===== config.mk =====
export PLATFORM = sky130hd
export DESIGN_NAME = core_sequencer
export DESIGN_NICKNAME = d
export VERILOG_FILES = /design/src/rtl/core_pkg.sv /design/src/rtl/pc_unit.sv /design/src/rtl/core_sequencer.sv
export SDC_FILE = /design/constraint.sdc
export NUM_CORES = 1
export LEC_CHECK = 0
export CAP_MARGIN = 20
export CORE_ASPECT_RATIO = 1.1
export CORE_UTILIZATION = 46
export CTS_CLUSTER_SIZE = 8
export DETAILED_ROUTE_END_ITERATION = 6
export GPL_ROUTABILITY_DRIVEN = 0
export GPL_TIMING_DRIVEN = 0
export PLACE_DENSITY = 0.85
export SYNTH_ARGS = -nofsm -noshare
export SYNTH_HDL_FRONTEND = slang
export SYNTH_SLANG_ARGS = --single-unit

===== constraint.sdc =====
create_clock -name clk -period 1.98 [get_ports clk]
set_input_delay 0.198 -clock clk [delete_from_list [all_inputs] [get_ports clk]]
set_output_delay 0.198 -clock clk [all_outputs]
set_load 0.005 [all_outputs]

===== src/rtl/core_pkg.sv =====
`default_nettype none
// ============================================================================
// Module      : core_pkg
// Description : Shared types and widths for the 9-bit core sequencer.
//               state_t     - sequencer FSM state encoding
//               INSTR_W_DEF - default instruction width
//               PC_W_DEF    - default program-counter width
//               CNT_W_DEF   - default busy-cycle counter width
// Revision    : 1.0 - initial release
// ============================================================================
package core_pkg;

    localparam int INSTR_W_DEF = 9;
    localparam int PC_W_DEF    = 10;
    localparam int CNT_W_DEF   = 16;

    typedef enum logic [2:0] {
        S_IDLE   = 3'd0,
        S_FETCH  = 3'd1,
        S_DECODE = 3'd2,
        S_EXEC   = 3'd3,
        S_MEM    = 3'd4,
        S_WB     = 3'd5,
        S_HALTED = 3'd6
    } state_t;

endpackage : core_pkg
`default_nettype wire


===== src/rtl/pc_unit.sv =====
`default_nettype none
// ============================================================================
// Module      : pc_unit
// Description : Program-counter register plus the registered next-PC value.
//               next_pc is captured in EXEC so later states never resample
//               the branch inputs; the +1 path wraps modulo 2^PC_W.
// Ports       : clk, rst_n        - clock, async active-low reset
//               load_start        - reload pc with START_PC
//               latch_next        - EXEC cycle: capture next_pc
//               branch_sel        - take br_target instead of pc+1
//               br_target         - absolute branch target
//               advance           - commit next_pc into pc
//               pc                - current program counter
// Revision    : 1.0 - initial release
// ============================================================================
module pc_unit
    import core_pkg::*;
#(
    parameter int              PC_W     = PC_W_DEF,
    parameter logic [PC_W-1:0] START_PC = '0
) (
    input  logic            clk,
    input  logic            rst_n,
    input  logic            load_start,
    input  logic            latch_next,
    input  logic            branch_sel,
    input  logic [PC_W-1:0] br_target,
    input  logic            advance,
    output logic [PC_W-1:0] pc
);

    logic [PC_W-1:0] next_pc_q;
    logic [PC_W-1:0] next_pc_comb;

    // Natural modulo-2^PC_W wrap of the increment.
    assign next_pc_comb = branch_sel ? br_target : (pc + {{(PC_W-1){1'b0}}, 1'b1});

    always_ff @(posedge clk or negedge rst_n) begin
        if (!rst_n) begin
            pc        <= START_PC;
            next_pc_q <= START_PC;
        end else begin
            if (latch_next) begin
                next_pc_q <= next_pc_comb;
            end
            if (load_start) begin
                pc <= START_PC;
            end else if (advance) begin
                // Leaving EXEC directly: the registered copy is not yet valid.
                pc <= latch_next ? next_pc_comb : next_pc_q;
            end
        end
    end

endmodule : pc_unit
`default_nettype wire


===== src/rtl/core_sequencer.sv =====
`default_nettype none
// ============================================================================
// Module      : core_sequencer
// Description : Multi-cycle control FSM for the 9-bit core. Fetches from
//               IMEM into IR, lets the decoder settle, strobes the datapath,
//               runs the LW/SW data-memory handshake and stops on HALT.
// Ports       : clk, rst_n                  - clock, async active-low reset
//               start                       - leave IDLE/HALTED at START_PC
//               imem_req/ack/rdata          - instruction fetch handshake
//               pc, ir                      - program counter, latched instr
//               dec_*                       - decoder control inputs
//               br_taken, br_target         - branch condition/target (EXEC)
//               dmem_req/we/ack             - data-memory handshake
//               rf_we                       - one-cycle register write strobe
//               busy, halted, cycle_count   - status
// Revision    : 1.0 - initial release
// ============================================================================
module core_sequencer
    import core_pkg::*;
#(
    parameter int              PC_W     = PC_W_DEF,
    parameter int              INSTR_W  = INSTR_W_DEF,
    parameter logic [PC_W-1:0] START_PC = '0,
    parameter int              CNT_W    = CNT_W_DEF
) (
    input  logic               clk,
    input  logic               rst_n,
    input  logic               start,
    output logic               imem_req,
    input  logic               imem_ack,
    input  logic [INSTR_W-1:0] imem_rdata,
    output logic [PC_W-1:0]    pc,
    output logic [INSTR_W-1:0] ir,
    input  logic               dec_branch,
    input  logic               dec_mem_read,
    input  logic               dec_mem_write,
    input  logic               dec_reg_write,
    input  logic               dec_halt,
    input  logic               br_taken,
    input  logic [PC_W-1:0]    br_target,
    output logic               dmem_req,
    output logic               dmem_we,
    input  logic               dmem_ack,
    output logic               rf_we,
    output logic               busy,
    output logic               halted,
    output logic [CNT_W-1:0]   cycle_count
);

    state_t state, next_state;
    logic   load_start;
    logic   latch_next;
    logic   advance;
    logic   ir_load;

    pc_unit #(
        .PC_W     (PC_W),
        .START_PC (START_PC)
    ) u_pc_unit (
        .clk        (clk),
        .rst_n      (rst_n),
        .load_start (load_start),
        .latch_next (latch_next),
        .branch_sel (dec_branch & br_taken),
        .br_target  (br_target),
        .advance    (advance),
        .pc         (pc)
    );

    always_ff @(posedge clk or negedge rst_n) begin
        if (!rst_n) begin
            state <= S_IDLE;
        end else begin
            state <= next_state;
        end
    end

    always_comb begin
        next_state = state;
        load_start = 1'b0;
        latch_next = 1'b0;
        advance    = 1'b0;
        ir_load    = 1'b0;
        case (state)
            S_IDLE, S_HALTED: begin
                if (start) begin
                    load_start = 1'b1;
                    next_state = S_FETCH;
                end
            end
            S_FETCH: begin
                if (imem_ack) begin
                    ir_load    = 1'b1;
                    next_state = S_DECODE;
                end
            end
            S_DECODE: begin
                next_state = dec_halt ? S_HALTED : S_EXEC;
            end
            S_EXEC: begin
                latch_next = 1'b1;
                if (dec_mem_read || dec_mem_write) begin
                    next_state = S_MEM;
                end else if (dec_reg_write) begin
                    next_state = S_WB;
                end else begin
                    advance    = 1'b1;
                    next_state = S_FETCH;
                end
            end
            S_MEM: begin
                if (dmem_ack) begin
                    if (dec_mem_read) begin
                        next_state = S_WB;
                    end else begin
                        advance    = 1'b1;
                        next_state = S_FETCH;
                    end
                end
            end
            S_WB: begin
                advance    = 1'b1;
                next_state = S_FETCH;
            end
            default: next_state = S_IDLE;
        endcase
    end

    // All handshake outputs are decoded from the state register, so an async
    // reset drops them in the same cycle.
    assign imem_req = (state == S_FETCH);
    assign dmem_req = (state == S_MEM);
    assign dmem_we  = (state == S_MEM) && dec_mem_write && !dec_mem_read;
    assign rf_we    = (state == S_WB);
    assign halted   = (state == S_HALTED);
    assign busy     = (state != S_IDLE) && (state != S_HALTED);

    always_ff @(posedge clk or negedge rst_n) begin
        if (!rst_n) begin
            ir          <= '0;
            cycle_count <= '0;
        end else begin
            if (ir_load) begin
                ir <= imem_rdata;
            end
            if (load_start) begin
                cycle_count <= '0;
            end else if (busy && (cycle_count != {CNT_W{1'b1}})) begin
                cycle_count <= cycle_count + {{(CNT_W-1){1'b0}}, 1'b1};
            end
        end
    end

endmodule : core_sequencer
`default_nettype wire


## After elaboration in Yosys (flattened, before gate mapping)

Cells that the tools add are included.

| operators by class | value |
|---|---|
| add/subtract/negate cells | 2 |
| equal/unequal tests | 11 |
| mux-type cells | 24 |
| bitwise gates (word level) | 1 |
| reduce and logical (&&, ||, !) cells | 12 |

Operators with widths:

| cell | count |
|---|---|
| $mux 10 | 4 |
| $mux 16 | 2 |
| $mux 3 | 7 |
| $pmux 3 s6 | 1 |
| $add 16x1->16 const B | 1 |
| $ne 16x16->1 const B | 1 |
| $add 10x1->10 const B | 1 |
| $eq 3x3->1 const B | 3 |
| $mux 1 | 9 |
| $eq 3x2->1 const B | 2 |
| $logic_and 1x1->1 | 4 |
| $ne 2x1->1 const B | 2 |
| $reduce_bool 2->1 | 2 |
| $eq 3x1->1 const B | 1 |
| $logic_not 3->1 | 1 |
| $ne 3x3->1 const B | 1 |
| $pmux 1 s3 | 1 |
| $reduce_and 3->1 | 1 |
| $reduce_bool 3->1 | 1 |
| $ne 2x2->1 const B | 1 |
| $reduce_or 2->1 | 1 |
| $and 1x1->1 | 1 |
| $logic_not 1->1 | 1 |
| $logic_or 1x1->1 | 1 |

| word-level totals | value |
|---|---|
| flip-flop bits (word level) | 48 |
| input port bits | 30 |
| logic and storage cells | 55 |

## Depth between registers and ports, before layout

Gate-level depths: netlist of run 1.

| depth | value |
|---|---|
| word-level depth | 5 |
| depth in mapped cells | 8 |
| gate-level depth less buffers | 5 |

## Modules after synthesis

Synthesis of run 1 repeated with hierarchy kept, for this count alone.

| second synthesis, totals | value |
|---|---|
| cell total of the unflattened synthesis | 266 |
| area, all modules | 2590.0 µm² |

By module, submodules not included:

| module | times used | cells each | area each (µm²) |
|---|---|---|---|
| core_sequencer | 1 | 149 | 1462.7 |
| pc_unit | 1 | 117 | 1127.3 |

## Least setup slack after synthesis of run 1

Ideal clock, no wire load.

| timing | value |
|---|---|
| path type | register to register |
| start point | reg state[2] |
| end point | reg state[0] |
| data arrival time | 1.591 ns |
| slack | 0.236 ns |
| cell stages (with the launch flop) | 7 |
| cell sequence | dfrtp_1 buf_2 buf_1 mux2i_1 nor3_1 a2111oi_0 o32ai_1 |

| between the ends | value |
|---|---|
| longest elaborated chain between the ends | 4 |
| elaborated cells on any way between the ends | 13 |
| those cells by class | eq/ne (9); mux (1); reduce/logical (3) |

Ends and longest elaborated chain:

| element | line | RTL |
|---|---|---|
| start, declared | core_sequencer.sv:50 | `state_t state, next_state;` |
| start signal, assigned | core_sequencer.sv:74 | `state <= next_state;` |
| $eq 3x3->1 / $logic_not 3->1 (equally long branches) | core_sequencer.sv:84 | `case (state)` |
| $reduce_or 2->1 | core_sequencer.sv:84 |  |
| $ne 2x2->1 (no line) | n/a |  |
| $reduce_and 3->1 (no line) | n/a |  |

Parallel ways exist; a longest one is shown, timed or not.
A chain may end at the register's enable or synchronous reset.

## Final worst setup path of run 1

Ends and elaborated chain as after synthesis.

==> results of run 1 <==
[where the power goes]
| group | internal, W | switching [W] | total [W] |
|---|---|---|---|
| registers | 0.00131 | 0.000263 | 0.00158 |
| clock network | 0.000283 | 0.000349 | 0.000632 |
| logic | 0.00111 | 0.000986 | 0.00210 |
| total | 0.00271 | 0.00160 | 0.00431 |
[path summary, 6_finish.rpt]
path	startpoint	endpoint	depth (start not counted)
min in group clk	u_pc_unit.next_pc_q[7]	u_pc_unit.next_pc_q[7]	2
max	state[2]	state[0]	6
min	rst_n	cycle_count[1]	2
max in group asynchronous	rst_n	u_pc_unit.next_pc_q[1]	3
max reg2reg	state[2]	state[0]	6
min reg2reg	u_pc_unit.next_pc_q[7]	u_pc_unit.next_pc_q[7]	2
[area by class of cell]
| cell class | instances | area (um2) |
|---|---|---|
| inverters | 4 | 15.0 |
| flip-flops and latches | 48 | 1200 |
| multi-input cells | 197 | 1370 |
| clock inverters | 2 | 15.0 |
| well taps | 75 | 93.8 |
| repair buffers | 74 | 739 |
| fillers | 450 | 1830 |
| plain buffers | 14 | 81.3 |
| clock buffers | 6 | 82.6 |
[sequential cells by signal, indices dropped and copies added (netlist names)]
| name | count |
|---|---|
| cycle_count | 16 |
| ir | 9 |
| u_pc_unit.pc | 10 |
| state | 3 |
| u_pc_unit.next_pc_q | 10 |
[synthesized netlist by cell type (all sizes together), types with 6 or more instances]
library cell / number / share of area [%]
a21oi: 12 / 2.3
a31oi: 7 / 1.7
buf: 9 / 1.7
clkbuf: 6 / 0.90
dfrtp: 48 / 46
mux2: 12 / 5.1
mux2i: 10 / 3.8
nand2: 31 / 4.4
nand3: 12 / 2.3
nand4: 6 / 2.0
nor2: 10 / 1.4
nor3: 8 / 1.7
o21ai: 13 / 2.6
[logic make-up after synthesis]
kind of cell / Yosys count / synth area share (%)
compound gates: 67 / 17.8
xor+xnor: 5 / 2.24
mux: 22 / 8.95
buf+inv: 19 / 3.19
simple gates: 101 / 21.2
flops: 48 / 45.7
fa+ha+maj: 2 / 0.952
[worst max-delay path, cell delays in order (launching register included)]
cell	delay (ps)
dfrtp_1	340
buf_4	170
buf_4	180
mux2i_1	190
nor3_1	60
a2111oi_0	670
o32ai_1	220
[metrics by stage]
step	setup TNS [ps]	setup slack [ps]	utilization, %	hold slack [ps]	total power [W]
after floorplan	0	236	-	-97.6	0.00268
after global placement	-30020	-628	63.0	444	0.00350
after detailed placement	-101	-63.5	63.3	110	0.00359
after CTS	0	11.2	65.7	323	0.00427
after global routing	-79.0	-62.0	66.3	346	0.00461
final	-18.8	-18.8	66.3	316	0.00431
[per-layer routing]
| metal | track usage (%) | vias to the layer above |
|---|---|---|
| met1 | 29.1 | 1192 |
| met3 | 3.60 | 10 |
| met2 | 40.4 | 78 |
| li1 | - | 1156 |
| met5 | 0 | - |
| met4 | 5.96 | 0 |
[what timing repair did]
item,CTS,global route
setup endpoints to repair,6,11
pin swaps,0,0
hold endpoints to repair,11,0
setup buffers,0,2
hold buffers,1,0
resized for setup,7,7
==> results.ini, run 1 <==
[route]
wl_met1_um=2750
vias=2436
drcViolationCount=0
wl_um=6460
routed-wl-met2_um=3310
initialDrtViolationCount=109
wire_per_inst_um=15.4
drt_first_pass_iters=5
viasPerCell=5.80
top_layer=met4
ant_nets=0
wl_met3_um=289

[worst_setup_path]
crit_required_ps=2120
critical_path_class=register to register
worstPathMaxFanout=10
crit_path_start_kind=register
endpoint_kind=register
arrival_ps=2140
r2r_setup_slack_ps=-20

[timing]
setup_viol=1
hold_viol_final=0
worst_slew_pin_slew_ps=791
rsz0062_at_grt=true
finalCritPeriodShare_pct=101
drv_slew=0
fmaxAchievable_mhz=500
slew_headroom_pct=45.9
fin_crit_ps=2000
finalWorstSetupSlack_ps=-18.8
fin_skew_ps=4.27

[grt]
antenna_found_initial=0
overflow=0
grt_pass1_wl_um=10600
grt_pass1_vias=2234
grt_start_max_net_pins=38
track_usage_pct=23.0

[final_layout]
stdcell_count=420
area_growth_pct=36.9
final_common_cell=clkdlybuf4s50_1
drive_gt1_share_pct=8.99
design_area_um2=3600
diodes=0
nets=376
mostFrequentLayoutCells=68 x clkdlybuf4s50_1, 48 x dfrtp_1, 31 x nand2_1

[placed_design]
io_buffers=70
post_dp_cell_area_um2=3440
hpwl_um=4620
place_inst=410

[cts]
clockBufferDepth=2
clock-sinks=48
htreeDepth=2
cts_buffers=5
clk_pin_slew_ps=90
root_buffer=clkbuf_8
cts_tree=yes
clock_latency_ps=300

[logic_synthesis]
ys_async_sr_fraction_pct=100
synth_area_um2=2630
ys_seq_elements=48
synthCells=264
synth-seq-area-share_pct=45.7
ys_warn_count=0
synth_fp_nets=296
synth-main-ff-cell=dfrtp_1
ys_types=62
syn_area_per_cell_um2=9.96
synth_edf_count=0

[floorplanning]
die_w_um=74.1
core_um2=5430
dieHeight_um=81.3
rows=28
die-area_um2=6020
ios=71
initial_core_util_pct=48.4

[status]
violations=negative setup slack
outcome=complete, but fails checks

[power]
powerDensity_nw_per_um2=1200
p_leak_nw=1.48
ir_drop_uv=722

[flow_run]
max_cap_viol_count=0

[worst_hold_path]
hold_class=input pin to async pin

Power figures use the tool's default switching activity.
==> run 2: changes to the inputs <==
--- a/config.mk
+++ b/config.mk
@@ -16,3 +16,4 @@
 export SYNTH_ARGS = -nofsm -noshare
 export SYNTH_HDL_FRONTEND = slang
 export SYNTH_SLANG_ARGS = --single-unit
+export TNS_END_PERCENT = 10
==> run 2 against run 1 <==
- the run now ends clean
- sequential share of layout area rose by 0.12 points
- core utilization fell by 0.23 points
- highest routed layer unchanged
- clock skew rose by 1.7 ps
- count of clock-buffer cells in the layout did not move
==> results.ini, run 2 (synthesis gave the netlist of run 1 again) <==
[final_layout]
biggestRegsByFlops=cycle_count (16), u_pc_unit.next_pc_q (10), u_pc_unit.pc (10)
largest_reg_flops=16  ; unchanged
design_area_um2=3590  ; -0.35%
nets=375  ; -0.27%
regMostFlops=cycle_count
final_common_cell=clkdlybuf4s50_1
drive_gt1_share_pct=8.72  ; -0.26 points
mostFrequentLayoutCells=68 x clkdlybuf4s50_1, 48 x dfrtp_1, 31 x nand2_1
diodes=0  ; unchanged
area_growth_pct=36.5

[power]
power.share.switching_pct=37.0  ; -0.078 points
intPower_w=0.00269  ; -0.85%
comb_power_share_pct=48.3  ; -0.4 points
powerDensity_nw_per_um2=1190  ; -0.63%
pwr-share-clk_pct=14.7  ; about the same
total_power_w=0.00427  ; -0.98%
ir_drop_uv=748  ; +3.6%
p_seq_share_pct=37.0  ; +0.4 points
p_leak_nw=1.48  ; -0.42%
p_switching_w=0.00158  ; -1.2%

[grt]
gr-usage-met1_pct=28.9  ; -0.24 points
grt_start_max_net_pins=38  ; unchanged
use_met3_pct=3.60  ; unchanged
track_usage_pct=22.9  ; -0.079 points
overflow=0  ; unchanged
grt_use_met2_pct=40.4  ; unchanged
grt_pass1_wl_um=10600  ; -0.25%
antenna_found_initial=0  ; unchanged
grt-busiest-layer=met2
grt_pass1_vias=2235  ; +0.045%

[route]
ant_nets=0  ; unchanged
initialDrtViolationCount=109  ; unchanged
wl_um=6350  ; -1.6%
vias=2453  ; +0.70%
wire_per_inst_um=15.2  ; -1.3%
drt_first_pass_iters=4  ; -1
viasPerCell=5.85  ; +0.94%
drcViolationCount=0  ; unchanged

[cts]
cts_buffers=5  ; unchanged
clk_pin_slew_ps=90  ; about the same
clock-sinks=48  ; unchanged
clock_latency_ps=300  ; about the same
htreeDepth=2  ; unchanged
root_buffer=clkbuf_8
cts_tree=yes
post_cts_buffers=0  ; unchanged
clockBufferDepth=2  ; unchanged

[timing]
hold_ws_ps=320  ; +4.01 ps
fin_crit_ps=1940  ; -62.1 ps
hold_viol_final=0  ; unchanged
fin_skew_ps=6.01  ; +1.74 ps
fmaxAchievable_mhz=516  ; +3.2%
setup_viol=0  ; -1
slew_headroom_pct=54.7  ; +8.8 points
worst_slew_pin_slew_ps=662  ; -129 ps
finalCritPeriodShare_pct=97.8  ; -3.1 points
drv_slew=0  ; unchanged
rsz0062_at_grt=true

[worst_setup_path]
worstPathMaxFanout=10  ; unchanged
max_stage_delay_ps=520  ; -150 ps
crit_required_ps=1780  ; -340 ps
arrival_ps=1740  ; -400 ps
reg2reg_from=state[2]
rr_worst_depth=6  ; unchanged
critical_path_class=register to output port
path_cells=buf_6, nand2b_1, nor2_1, clkdlybuf4s50_1
r2r_setup_slack_ps=100  ; +120 ps
r2r_end=state[0]
endpoint_kind=output port
crit_path_start_kind=register
crit_slowest_cell=clkdlybuf4s50_1

[flow_run]
max_cap_viol_count=0  ; unchanged

[floorplanning]
rows=28  ; unchanged
core_um2=5430  ; unchanged
dieHeight_um=81.3  ; unchanged
die-area_um2=6020  ; unchanged
initial_core_util_pct=48.4  ; unchanged
ios=71  ; unchanged
die_w_um=74.1  ; unchanged

[placed_design]
io_buffers=70  ; unchanged
post_dp_cell_area_um2=3440  ; unchanged
hpwl_um=4620  ; unchanged

[worst_hold_path]
hold_class=input pin to async pin

[status]
outcome=finished, final reports clean

## run 2: final cells by class
| type | count | area (um2) |
|---|---|---|
| flip-flops and latches | 48 | 1200 |
| fillers | 449 | 1840 |
| plain buffers | 15 | 83.8 |
| repair buffers | 72 | 724 |
| clock inverters | 2 | 15.0 |
| inverters | 4 | 15.0 |
| multi-input cells | 197 | 1370 |
| clock buffers | 6 | 82.6 |
| well taps | 75 | 93.8 |
## run 2: how the worst max path moves through the flow
stage / from / endpoint / slack (ps)
floorplan: state[2] / state[0] / 240
global placement: rst_n / u_pc_unit.next_pc_q[6] / -630
detailed placement: state[2] / state[0] / -60
CTS: state[1] / halted / -9
global route: state[1] / imem_req / -30
finish: state[1] / imem_req / 40
## run 2: what timing repair did
| item | in CTS | in global routing |
|---|---|---|
| gates resized for setup | 6 | 7 |
| hold buffers | 1 | 0 |
| hold endpoints to repair | 11 | 0 |
| pin swaps | 0 | 0 |
| endpoints found under the setup margin | 6 | 11 |
## run 2: metal layers
| layer | routed length [um] | vias up |
|---|---|---|
| met2 | 3320 | 58 |
| met1 | 2700 | 1227 |
| met5 | 0 | - |
| met3 | 279 | 6 |
| met4 | 57 | 0 |
| li1 | - | 1162 |
## run 2: critical path, delay by kind of cell, from the launching register on
kind          cells  cell delay, ps
buf+inv           2             690
flops             1             420
simple gates      2             340
## run 2: stage by stage
step,setup TNS [ps],instances,util (%),setup slack (ps)
final,0,419,66.1,43.3
after global routing,-62.5,419,66.1,-31.1
after CTS,-8.68,419,65.6,-8.68
after global placement,-30020,409,63.0,-628
after detailed placement,-101,410,63.3,-63.5
after floorplan,0,264,-,236
## run 2: power by group through the flow
stage,logic [W],registers [W],clock network [W]
floorplan,0.00113,0.00155,0
global placement,0.00192,0.00158,0
detailed placement,0.00199,0.00159,0
CTS,0.00204,0.00157,0.000646
global route,0.00228,0.00162,0.000670
finish,0.00206,0.00158,0.000627
